===== src/rtl/sysid_probe_master.sv =====
// Purpose: boot-time self-check that reads sysid word 0 (ID) and word 1 (timestamp) and compares them to the expected image.
// Latency: start sampled at edge k gives done in cycle k+3 with no wait states; each waitrequest cycle adds one cycle.
// Backpressure: avm_read/avm_address held while avm_waitrequest is high; a read stalled TIMEOUT_CYCLES cycles aborts with code 11.
module sysid_probe_master #(
  parameter logic [31:0] EXPECTED_ID        = 32'd0,
  parameter logic [31:0] EXPECTED_TIMESTAMP = 32'd1519145854,
  parameter int unsigned TIMEOUT_CYCLES     = 255
) (
  input  logic        clock,
  input  logic        reset_n,
  input  logic        start,
  output logic        avm_address,
  output logic        avm_read,
  input  logic [31:0] avm_readdata,
  input  logic        avm_waitrequest,
  output logic        busy,
  output logic        done,
  output logic        pass,
  output logic [1:0]  error_code,
  output logic [31:0] id_value,
  output logic [31:0] timestamp_value
);

  // A zero timeout means a stalled read waits forever.
  localparam logic        TMO_EN   = (TIMEOUT_CYCLES != 0);
  localparam logic [15:0] TMO_LAST = 16'(TIMEOUT_CYCLES - 1);

  localparam logic [1:0] ERR_NONE    = 2'b00;
  localparam logic [1:0] ERR_ID      = 2'b01;
  localparam logic [1:0] ERR_TS      = 2'b10;
  localparam logic [1:0] ERR_TIMEOUT = 2'b11;

  typedef enum logic [1:0] {
    ST_IDLE,
    ST_RD_ID,
    ST_RD_TS,
    ST_REPORT
  } state_t;

  state_t      state_q, state_d;
  logic [15:0] stall_q, stall_d;
  logic [31:0] id_d, ts_d;
  logic        pass_d;
  logic [1:0]  err_d;
  logic        stall_expired;

  // The last permitted stall cycle of a read; the abort is taken on this edge.
  assign stall_expired = TMO_EN && avm_waitrequest && (stall_q == TMO_LAST);

  // Next-state, capture and result computation; everything holds unless a transition updates it.
  always_comb begin
    state_d = state_q;
    stall_d = stall_q;
    id_d    = id_value;
    ts_d    = timestamp_value;
    pass_d  = pass;
    err_d   = error_code;
    unique case (state_q)
      ST_IDLE: begin
        if (start) begin
          state_d = ST_RD_ID;
          stall_d = 16'd0;
          pass_d  = 1'b0;
          err_d   = ERR_NONE;
        end
      end
      ST_RD_ID: begin
        if (avm_waitrequest) begin
          if (stall_expired) begin
            state_d = ST_REPORT;
            err_d   = ERR_TIMEOUT;
            pass_d  = 1'b0;
          end else begin
            stall_d = stall_q + 16'd1;
          end
        end else begin
          id_d    = avm_readdata;
          stall_d = 16'd0;
          state_d = ST_RD_TS;
        end
      end
      ST_RD_TS: begin
        if (avm_waitrequest) begin
          if (stall_expired) begin
            state_d = ST_REPORT;
            err_d   = ERR_TIMEOUT;
            pass_d  = 1'b0;
          end else begin
            stall_d = stall_q + 16'd1;
          end
        end else begin
          ts_d    = avm_readdata;
          stall_d = 16'd0;
          state_d = ST_REPORT;
          // ID mismatch outranks timestamp mismatch; id_value already holds this probe's word 0.
          if (id_value != EXPECTED_ID) begin
            err_d = ERR_ID;
          end else if (avm_readdata != EXPECTED_TIMESTAMP) begin
            err_d = ERR_TS;
          end else begin
            err_d = ERR_NONE;
          end
          pass_d = (id_value == EXPECTED_ID) && (avm_readdata == EXPECTED_TIMESTAMP);
        end
      end
      ST_REPORT: begin
        state_d = ST_IDLE;
      end
      default: begin
        state_d = ST_IDLE;
      end
    endcase
  end

  // State, counters, captured words and results; reset abandons any outstanding read at once.
  always_ff @(posedge clock or negedge reset_n) begin
    if (!reset_n) begin
      state_q         <= ST_IDLE;
      stall_q         <= 16'd0;
      id_value        <= 32'd0;
      timestamp_value <= 32'd0;
      pass            <= 1'b0;
      error_code      <= ERR_NONE;
    end else begin
      state_q         <= state_d;
      stall_q         <= stall_d;
      id_value        <= id_d;
      timestamp_value <= ts_d;
      pass            <= pass_d;
      error_code      <= err_d;
    end
  end

  // Bus strobes and status flags are decoded from the next state so they leave flops directly.
  always_ff @(posedge clock or negedge reset_n) begin
    if (!reset_n) begin
      avm_read    <= 1'b0;
      avm_address <= 1'b0;
      busy        <= 1'b0;
      done        <= 1'b0;
    end else begin
      avm_read    <= (state_d == ST_RD_ID) || (state_d == ST_RD_TS);
      avm_address <= (state_d == ST_RD_TS);
      busy        <= (state_d != ST_IDLE);
      done        <= (state_d == ST_REPORT);
    end
  end

endmodule


===== config.mk =====
export PLATFORM = sky130hd
export DESIGN_NAME = sysid_probe_master
export DESIGN_NICKNAME = d
export VERILOG_FILES = /design/src/rtl/sysid_probe_master.sv
export SDC_FILE = /design/constraint.sdc
export NUM_CORES = 1
export LEC_CHECK = 0
export BUFFER_PORTS_ARGS = -buffer_cell sky130_fd_sc_hd__buf_4
export CAP_MARGIN = 20
export CORE_MARGIN = 1.5
export CORE_UTILIZATION = 57
export DETAILED_ROUTE_END_ITERATION = 6
export GPL_TIMING_DRIVEN = 1
export PLACE_DENSITY_LB_ADDON = 0.12
export SYNTH_ARGS = -nofsm -noshare
export SYNTH_HDL_FRONTEND = slang
export SYNTH_SLANG_ARGS = --single-unit

===== constraint.sdc =====
create_clock -name clock -period 7.4 [get_ports clock]
set_input_delay 0.37 -clock clock [delete_from_list [all_inputs] [get_ports clock]]
set_output_delay 0.37 -clock clock [all_outputs]
set_load 0.02 [all_outputs]

# Yosys cells after proc, flatten, opt, wreduce, memory -nomap -nowiden
# Cells that the tools add are included.
# totals
ff_bits,89
in_bits,36
output_inout_bits,71
wordCells,59
# classes
add_sub_neg,1
n_eq_ne,12
muxes,21
bitwise_logic,1
n_reduce_logical,14
# ops
cell,n
2-to-1 mux 16 bit,3
equality test 32 x 31 -> 1 bit (second input constant),1
logical NOT 32 bit,1
inequality test 32 x 31 -> 1 bit (second input constant),1
one-hot mux 16 bit (2 select lines),1
nonzero test 32 bit,1
2-to-1 mux 2 bit,10
adder 16 x 1 -> 16 bit (second input constant),1
equality test 16 x 8 -> 1 bit (second input constant),1
equality test 2 bit (second input constant),4
one-hot mux 2 bit (4 select lines),1
one-hot mux 2 bit (3 select lines),1
AND reduction 3 bit,2
equality test 2 x 1 -> 1 bit (second input constant),2
2-to-1 mux 1 bit,4
inequality test 2 bit (second input constant),2
AND reduction 2 bit,2
nonzero test 2 bit,2
inequality test 3 bit (second input constant),1
one-hot mux 1 bit (3 select lines),1
nonzero test 3 bit,1
logical AND 1 bit,2
logical NOT 2 bit,1
OR reduction 2 bit,1
2 further kinds,2

# Longest topological paths before layout
# Gate-level depths: netlist (run 1).
# logic_depth
ltp_word,7
depth_mapped,9
depth_no_buf,9

# Least setup slack after synthesis (run 1)
# OpenSTA, ideal clock, no wires.
# synth_timing
path_kind,reg2reg
from,register stall_q[0]
to,register avm_read
arrival_time_ns,2.312
setup_slack_ns,4.963
stages_incl_launch_ff,9
synth_period_minus_slack_ns,2.437
path_cell_list,dfrtp_1 inv_1 ha_1 or4b_1 or4_4 or2_4 a31oi_4 o22ai_1 ha_1
# synth_between
elab_chain_cells,7
word_cells_on_any_way,9
# synth_rtl
element,line,source
start: declaration,41,"logic [15:0] stall_q, stall_d;"
start signal: assignment,126,stall_q <= stall_d;
equality test 16 x 8 -> 1 bit *,48,assign stall_expired = TMO_EN && avm_waitrequest && (stall_q == TMO_LAST);
logical AND 1 bit *,48,
2-to-1 mux 2 bit *,"69, 84",
2-to-1 mux 2 bit (on tied branches),"83, 68",
one-hot mux 2 bit (4 select lines) *,58,unique case (state_q)
equality test 2 x 1 -> 1 bit / equality test 2 bit (equally long branches),142,avm_read <= (state_d == ST_RD_ID) || (state_d == ST_RD_TS);
logical OR 1 bit *,142,
end signal: assignment,142,
end: declaration,13,"output logic avm_read,"
# Every way passes the cells marked *; elsewhere a longest branch is shown, timed or not.
# A chain may end at the register's enable or synchronous reset.

# Worst setup path after layout (run 1)
# Ends and elaborated chain as after synthesis.

==> run metrics, run 1 <==
RR Startpoint stall_q[0]; yosys warns 0; Max Buffers Root-to-Sink 2; pwr dens 426 nW/um^2; Final TNS setup 0 ns; Max-slew headroom a little under half; WP data arrival 2.79 ns; Worst Hold Slack 0.0183 ns; CP Max Fanout 6; RSZ-0062 raised after global routing no; clk root buf clkbuf_8; Non-Filler Instances about 530; sw frac between 30% and 40%; post_cts resized 0; Clk network pwr share about 15%; CTS tree built; vias 3,059; Max-Cap Viols 0; register area share after synthesis 55.3%; Max Fclk 392 MHz; worst path required time about 7.6 ns; Comb power frac between 40% and 50%; NumNets Final 479; initial antenna violation count 0; VDD IR max 0.271 mV; met3 WL 739 um; Critical Path Start Type register; DRC 0; detailed-router iteration count before antenna repair 4; crit path kind reg -> reg; port bufs around 110; total congestion overflow 0; Async S/R FF share, synth between 90% and 100%; crit path from stall_q[0]; Avg WL per Cell between 15 and 20 um; cell taking the most area after synthesis dfrtp_1; crit end category register; Die X-Extent between 80 and 90 um; Diodes inserted 0; Synth cell types 44; crit share post-route between 30 and 40%; Post-synth EDFFs 0; post-synthesis cell count 325; CTS sink cnt approximately 90; internal power 0.00132 W; Met2 Routed Length 4680 um; Final setup violation count 0; aggregate routed wire length 9350 um; Vert. Die Dim just under 90 um; first-pass GRT wire length ~15,000 um; Clock transition at path regs 0.09 ns; placed cells between 500 and 600; Rows 30; antenna-violating nets left 0; commonest cells in the synthesized netlist dfrtp_1, mux2_2, nand2_1; outcome complete, no violations; Slew @ Worst Pin 0.779 ns; die area 7580 sq um; hold-fix buffers at CTS 0; clk_skew roughly 0.012 ns; Initial Util 59.2%; Synth Register Bits 89; Met1 Wirelength 3800 um; Post-Syn Area around 4000 sq um; Avg Inst Size Synth 12.4 sq um; mean number of vias per cell 5.73; Seq pwr share between 30% and 40%; post-synth top area share 55.3%; HPWL after DPL 6660 um; CTS H-tree lvls 3; count leader, synth dfrtp_1; Pins Over Slew Limit 0; ranking of synthesized cells by area dfrtp_1, mux2_2, ha_1, o21ai_0, nor4_1; core area 6790 sq um; Skew-Pair Late Insertion Delay ~0.35 ns; number of setup buffers added after CTS 0; Hold Vio Cnt, Final 0; Iteration-0 DRC Markers between 100 and 150; Switch Pwr 0.000857 W; area grow syn2layout 27.1%; Ports about 110; Placer Congestion ~0.86; Top Layer Used met4; Mapped Nets 371; Primary FF master, synth dfrtp_1; layout cell share with drive strength beyond 1 about 44%; Total GRT Usage 26.7%; CTS Buf Count 9; vias in the first global route 3,065; largest net degree at the start of global routing 46; Lkg Pwr about 2.3 nW; Hold Path Class in -> async; fin crit period 2.55 ns
-- cells in the final DEF (no fill, tap or decap), types with 4 or more instances in the layout --
cell type	netlist	final
nand4_1	4	4
o21ai_0	17	17
nor3_1	7	7
nor4_1	13	13
nand2b_1	6	6
buf_4	0	109
ha_1	10	10
nor2_1	9	9
inv_1	8	8
dfrtp_1	89	89
nand3_1	12	12
a22o_1	4	4
clkbuf_8	0	9
nand2_1	19	19
nor4bb_1	4	4
a21oi_1	8	8
mux2_2	64	64
-- power groups by stage --
| stage | Sequential (W) | Clock, W | Combinational, W |
|---|---|---|---|
| finish | 0.000820 | 0.000331 | 0.00103 |
| detailed placement | 0.000825 | 0 | 0.00104 |
| CTS | 0.000819 | 0.000342 | 0.00104 |
| global route | 0.000844 | 0.000365 | 0.00110 |
| floorplan | 0.00104 | 0 | 0.000376 |
| global placement | 0.000815 | 0 | 0.00101 |
-- cells by family after synthesis --
| group | count (synthesis) | share of synthesized area (%) |
|---|---|---|
| xor gates and xnor gates | 2 | 0.435 |
| DFF | 89 | 55.3 |
| adders and majority gates | 10 | 3.11 |
| muxes | 66 | 18.4 |
| AOI/OAI and AO/OA | 47 | 7.99 |
| buffers and inverters | 20 | 1.87 |
| and+or+nand+nor | 91 | 12.9 |
-- registers in the layout (all words and copies together) (netlist names) --
signal / flops
id_value: 32
pass: 1
timestamp_value: 32
done: 1
stall_q: 16
error_code: 2
avm_address: 1
avm_read: 1
busy: 1
state_q: 2
-- per-layer routing --
layer / track usage (%) / vias up
li1: - / 1410
met1: 34.4 / 1525
met4: 8.65 / 0
met3: 10.2 / 8
met2: 41.6 / 116
met5: 0 / -
-- per-stage QoR --
step / utilization (%) / power [W] / worst slack, ns / instance area [sq um]
2_1_floorplan: - / 0.00142 / 4.96 / 4030
3_3_place_gp: 72.4 / 0.00183 / 4.90 / 4920
3_5_place_dp: 72.4 / 0.00186 / 4.86 / 4920
4_1_cts: 75.3 / 0.00220 / 4.84 / 5110
5_1_grt: 75.3 / 0.00231 / 4.72 / 5110
6_report: 75.3 / 0.00218 / 4.85 / 5110
-- final cells by class --
type,count,area [sq um]
Sequential cell,89,2230
Multi-Input combinational cell,216,1730
Fill cell,459,1680
Timing Repair Buffer,109,818
Clock buffer,11,131
Tap cell,96,120
Clock inverter,5,62.6
Inverter,8,30.0
-- critical path: stages, from the launching register on --
cell     delay (ns)
dfrtp_1        0.44
inv_1          0.08
ha_1           0.13
or4b_1         0.42
or4_4          0.45
or2_4          0.28
a31oi_4        0.20
o22ai_1        0.14
ha_1           0.30
-- path summary, 6_finish.rpt --
path / endpoint / slack, ns / cells past startpoint
worst min-delay path: timestamp_value[28] / 0.02 / 1
worst max-delay path: avm_read / 4.85 / 8
min in group clock: timestamp_value[5] / 0.26 / 2
worst min register to register: timestamp_value[18] / 0.51 / 1
worst max register to register: avm_read / 4.85 / 8
max in group asynchronous: id_value[1] / 6.41 / 2
Power figures use the tool's default switching activity.
==> inputs of run 2 (changes only) <==
--- a/config.mk
+++ b/config.mk
@@ -8,7 +8,7 @@
 export BUFFER_PORTS_ARGS = -buffer_cell sky130_fd_sc_hd__buf_4
 export CAP_MARGIN = 20
 export CORE_MARGIN = 1.5
-export CORE_UTILIZATION = 57
+export CORE_UTILIZATION = 52
 export DETAILED_ROUTE_END_ITERATION = 6
 export GPL_TIMING_DRIVEN = 1
 export PLACE_DENSITY_LB_ADDON = 0.12
==> constraint.sdc (replaced) <==
create_clock -name clock -period 2.4 [get_ports clock]
set_input_delay 0.12 -clock clock [delete_from_list [all_inputs] [get_ports clock]]
set_output_delay 0.12 -clock clock [all_outputs]
set_load 0.02 [all_outputs]
==> run 2 against run 1 <==
Die area increased by 9.3%. Clock power increased to 3.0 times the previous value. Via count increased by 3.0%. Sequential share of layout area decreased by 2.0 points. Largest power group unchanged.
==> run metrics, run 2 (synthesis gave the netlist of run 1 again) <==
largest net degree at the start of global routing 72; Worst Hold Slack 0.0107 ns; CTS Buf Count 9; Worst R2R Setup Slack 0.03 ns; Iteration-0 DRC Markers about 140; WP data arrival between 2 and 3 ns; crit end category register; Clock transition at path regs 0.09 ns; Pins Over Slew Limit 0; pwr dens about 1300 nW/um^2; Initial Util ~55%; Reg area around 2200 sq um; detailed-router iteration count before antenna repair 4; Diodes inserted 0; Hold Path Class in -> reg; Hold Vio Cnt, Final 0; layout cell share with drive strength beyond 1 47.2%; Ports ~110; mean number of vias per cell 5.60; Hold Startpoint avm_readdata[27]; Placer Congestion approximately 0.85; DRC 0; CTS tree built; Critical Path Start Type register; crit path kind reg -> reg; Avg WL per Cell 17.2 um; VDD IR max 0.913 mV; Lkg Pwr 2.44 nW; Die X-Extent 91.0 um; Hold Path Cell Cnt 2; Final TNS setup 0 ns; RR Startpoint stall_q[0]; RSZ-0062 raised after global routing yes; Skew-Pair Late Insertion Delay 0.36 ns; first-pass GRT wire length ~16,000 um; placed cells 538; most common cell after layout, fill and taps aside buf_4; CTS H-tree lvls 3; CTS sink cnt 89; Max-slew headroom 40.2%; fin crit period 2.37 ns; Rows 31; Multi-input gate area 1750 sq um; clk root buf clkbuf_8; reg-to-reg critical path endpoint avm_read; Max-Cap Viols 0; port bufs 106; worst path required time 2.65 ns; initial antenna violation count 0; fill count 528; Non-Filler Instances 563; outcome complete, no violations; crit share post-route 98.9%; HPWL after DPL 6950 um; clk_skew slightly below 0.008 ns; Max Fclk 421 MHz; Vert. Die Dim 91.0 um; most frequent cells in the layout buf_4, dfrtp_1, mux2_2, nand2_1, o21ai_0; total congestion overflow 0; R2R depth 8; core area 7370 sq um; aggregate routed wire length 9710 um; Max Buffers Root-to-Sink 2; antenna-violating nets left 0; hold endpoint timestamp_value[27]; top flop regs id_value x32, timestamp_value x32, stall_q x16; vias in the first global route roughly 3,300; area grow syn2layout 33.1%; die area 8280 sq um; CP Max Fanout 3; Total GRT Usage 24.6%; NumNets Final 505; vias 3,151; Slew @ Worst Pin 0.896 ns; Final setup violation count 0
## run 2: metrics by stage
step                      setup WS [ns]  utilization [%]  total power [W]  instance area (sq um)
after floorplan                 -0.0313                -          0.00439                   4030
after global placement           0.0315             68.9          0.00579                   5080
after detailed placement        0.00559             68.9          0.00588                   5080
after CTS                       0.00376             72.2          0.00688                   5320
after global routing            -0.0672             72.7          0.00727                   5360
final                            0.0267             72.7          0.00688                   5360
## run 2: critical path: stages (launching register included)
cell	delay, ns
dfrtp_1	0.39
inv_1	0.06
ha_1	0.13
or4b_4	0.44
or4_4	0.45
or2_4	0.26
a31oi_4	0.15
o22ai_2	0.11
ha_1	0.29
## run 2: cell type report
class / instances / area share [%]
Sequential cell: 89 / 41.6
Multi-Input combinational cell: 216 / 32.7
Timing Repair Buffer: 135 / 19.4
Clock buffer: 9 / 2.31
Tap cell: 99 / 2.31
Clock inverter: 7 / 1.14
Inverter: 8 / 0.560
## run 2: worst max-delay path by stage
stage                     from        to  depth (start not counted)
floorplan           stall_q[0]  avm_read                          8
detailed placement  stall_q[0]  avm_read                          8
global route        stall_q[0]  avm_read                          8
global placement    stall_q[0]  avm_read                          8
CTS                 stall_q[0]  avm_read                          8
finish              stall_q[0]  avm_read                          8
## run 2: timing repair
| action | CTS | global route |
|---|---|---|
| pin swaps | 1 | 4 |
| cloned | 0 | 0 |
| setup endpoints to repair | 1 | 7 |
| hold buffers | 6 | 0 |
| endpoints found under the hold margin | 76 | 0 |
| gates resized for setup | 0 | 4 |
| setup buffers | 0 | 3 |
## run 2: metal layers
layer,up-vias,routed length [um],GRT usage (%)
met5,-,0,0
met4,0,161,9.64
met3,14,627,5.95
met2,88,4790,39.2
met1,1582,4130,32.4
li1,1467,-,-
## run 2: power breakdown
part	leakage [nW]	switching, W	total (W)	internal [W]
sequential	1.10	0.000419	0.00253	0.00211
clock	0.0819	0.000583	0.000977	0.000394
combinational	1.26	0.00176	0.00337	0.00161
total	2.44	0.00277	0.00688	0.00412
==> inputs of run 3 (changes only) <==
--- a/config.mk
+++ b/config.mk
@@ -12,6 +12,7 @@
 export DETAILED_ROUTE_END_ITERATION = 6
 export GPL_TIMING_DRIVEN = 1
 export PLACE_DENSITY_LB_ADDON = 0.12
+export RECOVER_POWER = 50
 export SYNTH_ARGS = -nofsm -noshare
 export SYNTH_HDL_FRONTEND = slang
 export SYNTH_SLANG_ARGS = --single-unit
==> run 3 against run 2 <==
The flow now finishes with violations (capacitance limit, slew limit). Die area is the same. Sequential share of layout area grew 2.2 points. First-iteration DRC count shrank 9.0%. Routed wire length shrank 0.51%. Combinational power shrank 15%. Largest power group unchanged.
==> run metrics, run 3 (synthesis gave the netlist of run 1 again) <==
Diodes inserted 0; Non-Filler Instances about 560; Avg WL per Cell between 15 and 20 um; die area 8280 sq um; vias in the first global route 3,293; RR Startpoint stall_q[0]; Worst Hold Slack about 0.012 ns; crit share post-route around 99%; Crit path max-delay family simple AND/OR/NAND/NOR gates; first-pass GRT wire length 16,100 um; DRC 0; outcome finished, violations left; Max Buffers Root-to-Sink 2; VDD IR max around 0.76 mV; CP Max Fanout 3; Top Layer Used met4; core area between 7000 and 8000 sq um; CTS Buf Count 9; Final setup violation count 0; vias 3,125; Pins Over Slew Limit between 70 and 80; CP bufs+invs 1; largest net degree at the start of global routing 72; CTS sink cnt 89; total congestion overflow 0; area grow syn2layout 26.5%; Vert. Die Dim 91.0 um; Max stage delay on crit path ~0.45 ns; Hold Path Class in -> reg; clk root buf clkbuf_8; Critical Path Start Type register; Ports 107; fin crit period 2.37 ns; Final TNS setup 0 ns; R2R depth 8; antenna-violating nets left 0; top flop regs id_value x32, timestamp_value x32, stall_q x16; aggregate routed wire length 9660 um; Worst R2R Setup Slack 0.03 ns; initial antenna violation count 0; fill count 598; Iteration-0 DRC Markers approximately 130; final instance area 5090 sq um; NumNets Final 505; Die X-Extent ~90 um; crit path kind reg -> reg; HPWL after DPL 6950 um; most frequent cells in the layout dfrtp_1, clkbuf_1, mux2_2, buf_4, nand2_1; mean number of vias per cell 5.55; crit-path cells inv_1 -> ha_1 -> or4b_4 -> or4_4 -> or2_4 -> a31oi_4 -> o22ai_2 -> ha_1; Hold Path Cell Cnt 2; Hold Startpoint avm_readdata[27]; Rows 31; worst path required time 2.65 ns; port bufs 106; Skew-Pair Late Insertion Delay 0.35 ns; CTS tree built; Initial Util 54.6%; final design utilization 69.1%; reg-to-reg critical path endpoint avm_read; Met1 Wirelength 4150 um; hold endpoint timestamp_value[27]; Total GRT Usage 24.6%; Lkg Pwr 2.18 nW; placed cells roughly 540; Max stage delay cell, worst path or4_4; Hold Vio Cnt, Final 0; CP most frequent cell ha_1; clk_skew around 0.0088 ns; Clock transition at path regs 0.09 ns; layout cell share with drive strength beyond 1 31.9%; Max-slew headroom -17.2%; most common cell after layout, fill and taps aside dfrtp_1; violated checks capacitance limit, slew limit; Slew @ Worst Pin approximately 1.8 ns; WP data arrival between 2 and 3 ns; CTS H-tree lvls 3; crit end category register; Placement Cell Area 5080 sq um; Placer Congestion 0.850; pwr dens 1250 nW/um^2; Met2 Routed Length 4730 um; Max-Cap Viols 1; RSZ-0062 raised after global routing yes; met3 WL approximately 610 um; Max Fclk 422 MHz; detailed-router iteration count before antenna repair 4
==> run 3: worst max-delay path by stage <==
stage                          start        to  slack, ns  cells after the start
after floorplan           stall_q[0]  avm_read      -0.03                      8
after global placement    stall_q[0]  avm_read       0.03                      8
after detailed placement  stall_q[0]  avm_read      0.006                      8
after CTS                 stall_q[0]  avm_read      0.004                      8
after global routing      stall_q[0]  avm_read      -0.07                      8
final                     stall_q[0]  avm_read       0.03                      8
==> run 3: per-layer routing <==
| layer | track usage (%) | vias up |
|---|---|---|
| li1 | - | 1466 |
| met1 | 32.4 | 1566 |
| met2 | 39.2 | 79 |
| met3 | 5.95 | 14 |
| met4 | 9.64 | 0 |
| met5 | 0 | - |
==> run 3: metrics by stage <==
stage / total power (W) / setup slack, ns
finish: 0.00637 / 0.0284
global route: 0.00677 / -0.0672
CTS: 0.00688 / 0.00376
detailed placement: 0.00588 / 0.00559
global placement: 0.00579 / 0.0315
floorplan: 0.00439 / -0.0313
==> run 3: worst reg2reg max path, delay by kind of cell, from the launching register on <==
kind / cells / cell delay, ns
simple gates: 3 / 1.15
buf+inv: 1 / 0.06
flops: 1 / 0.39
compound gates: 2 / 0.26
fa+ha+maj: 2 / 0.42
==> run 3: power by group <==
group	leakage [nW]	internal [W]	total (W)	switching, W
Clock	0.0819	0.000394	0.000976	0.000582
Combinational	0.994	0.00112	0.00288	0.00176
Sequential	1.10	0.00211	0.00251	0.000400
Total	2.18	0.00363	0.00637	0.00274
==> run 3: area by class of cell <==
cell class	count	area, sq um	area share [%]
well taps	99	124	2.43
multi-input cells	216	1750	34.4
flip-flops and latches	89	2230	43.8
clock buffers	9	124	2.43
clock inverters	7	61.3	1.20
repair buffers	135	772	15.2
inverters	8	30.0	0.590
==> run 3: timing repair <==
item / 4_1_cts / 5_1_grt
gates resized for setup: 0 / 4
hold buffers: 6 / 0
buffers inserted: 0 / 3
pin swaps: 1 / 4
endpoints found under the setup margin: 1 / 7
hold endpoints to repair: 76 / 0
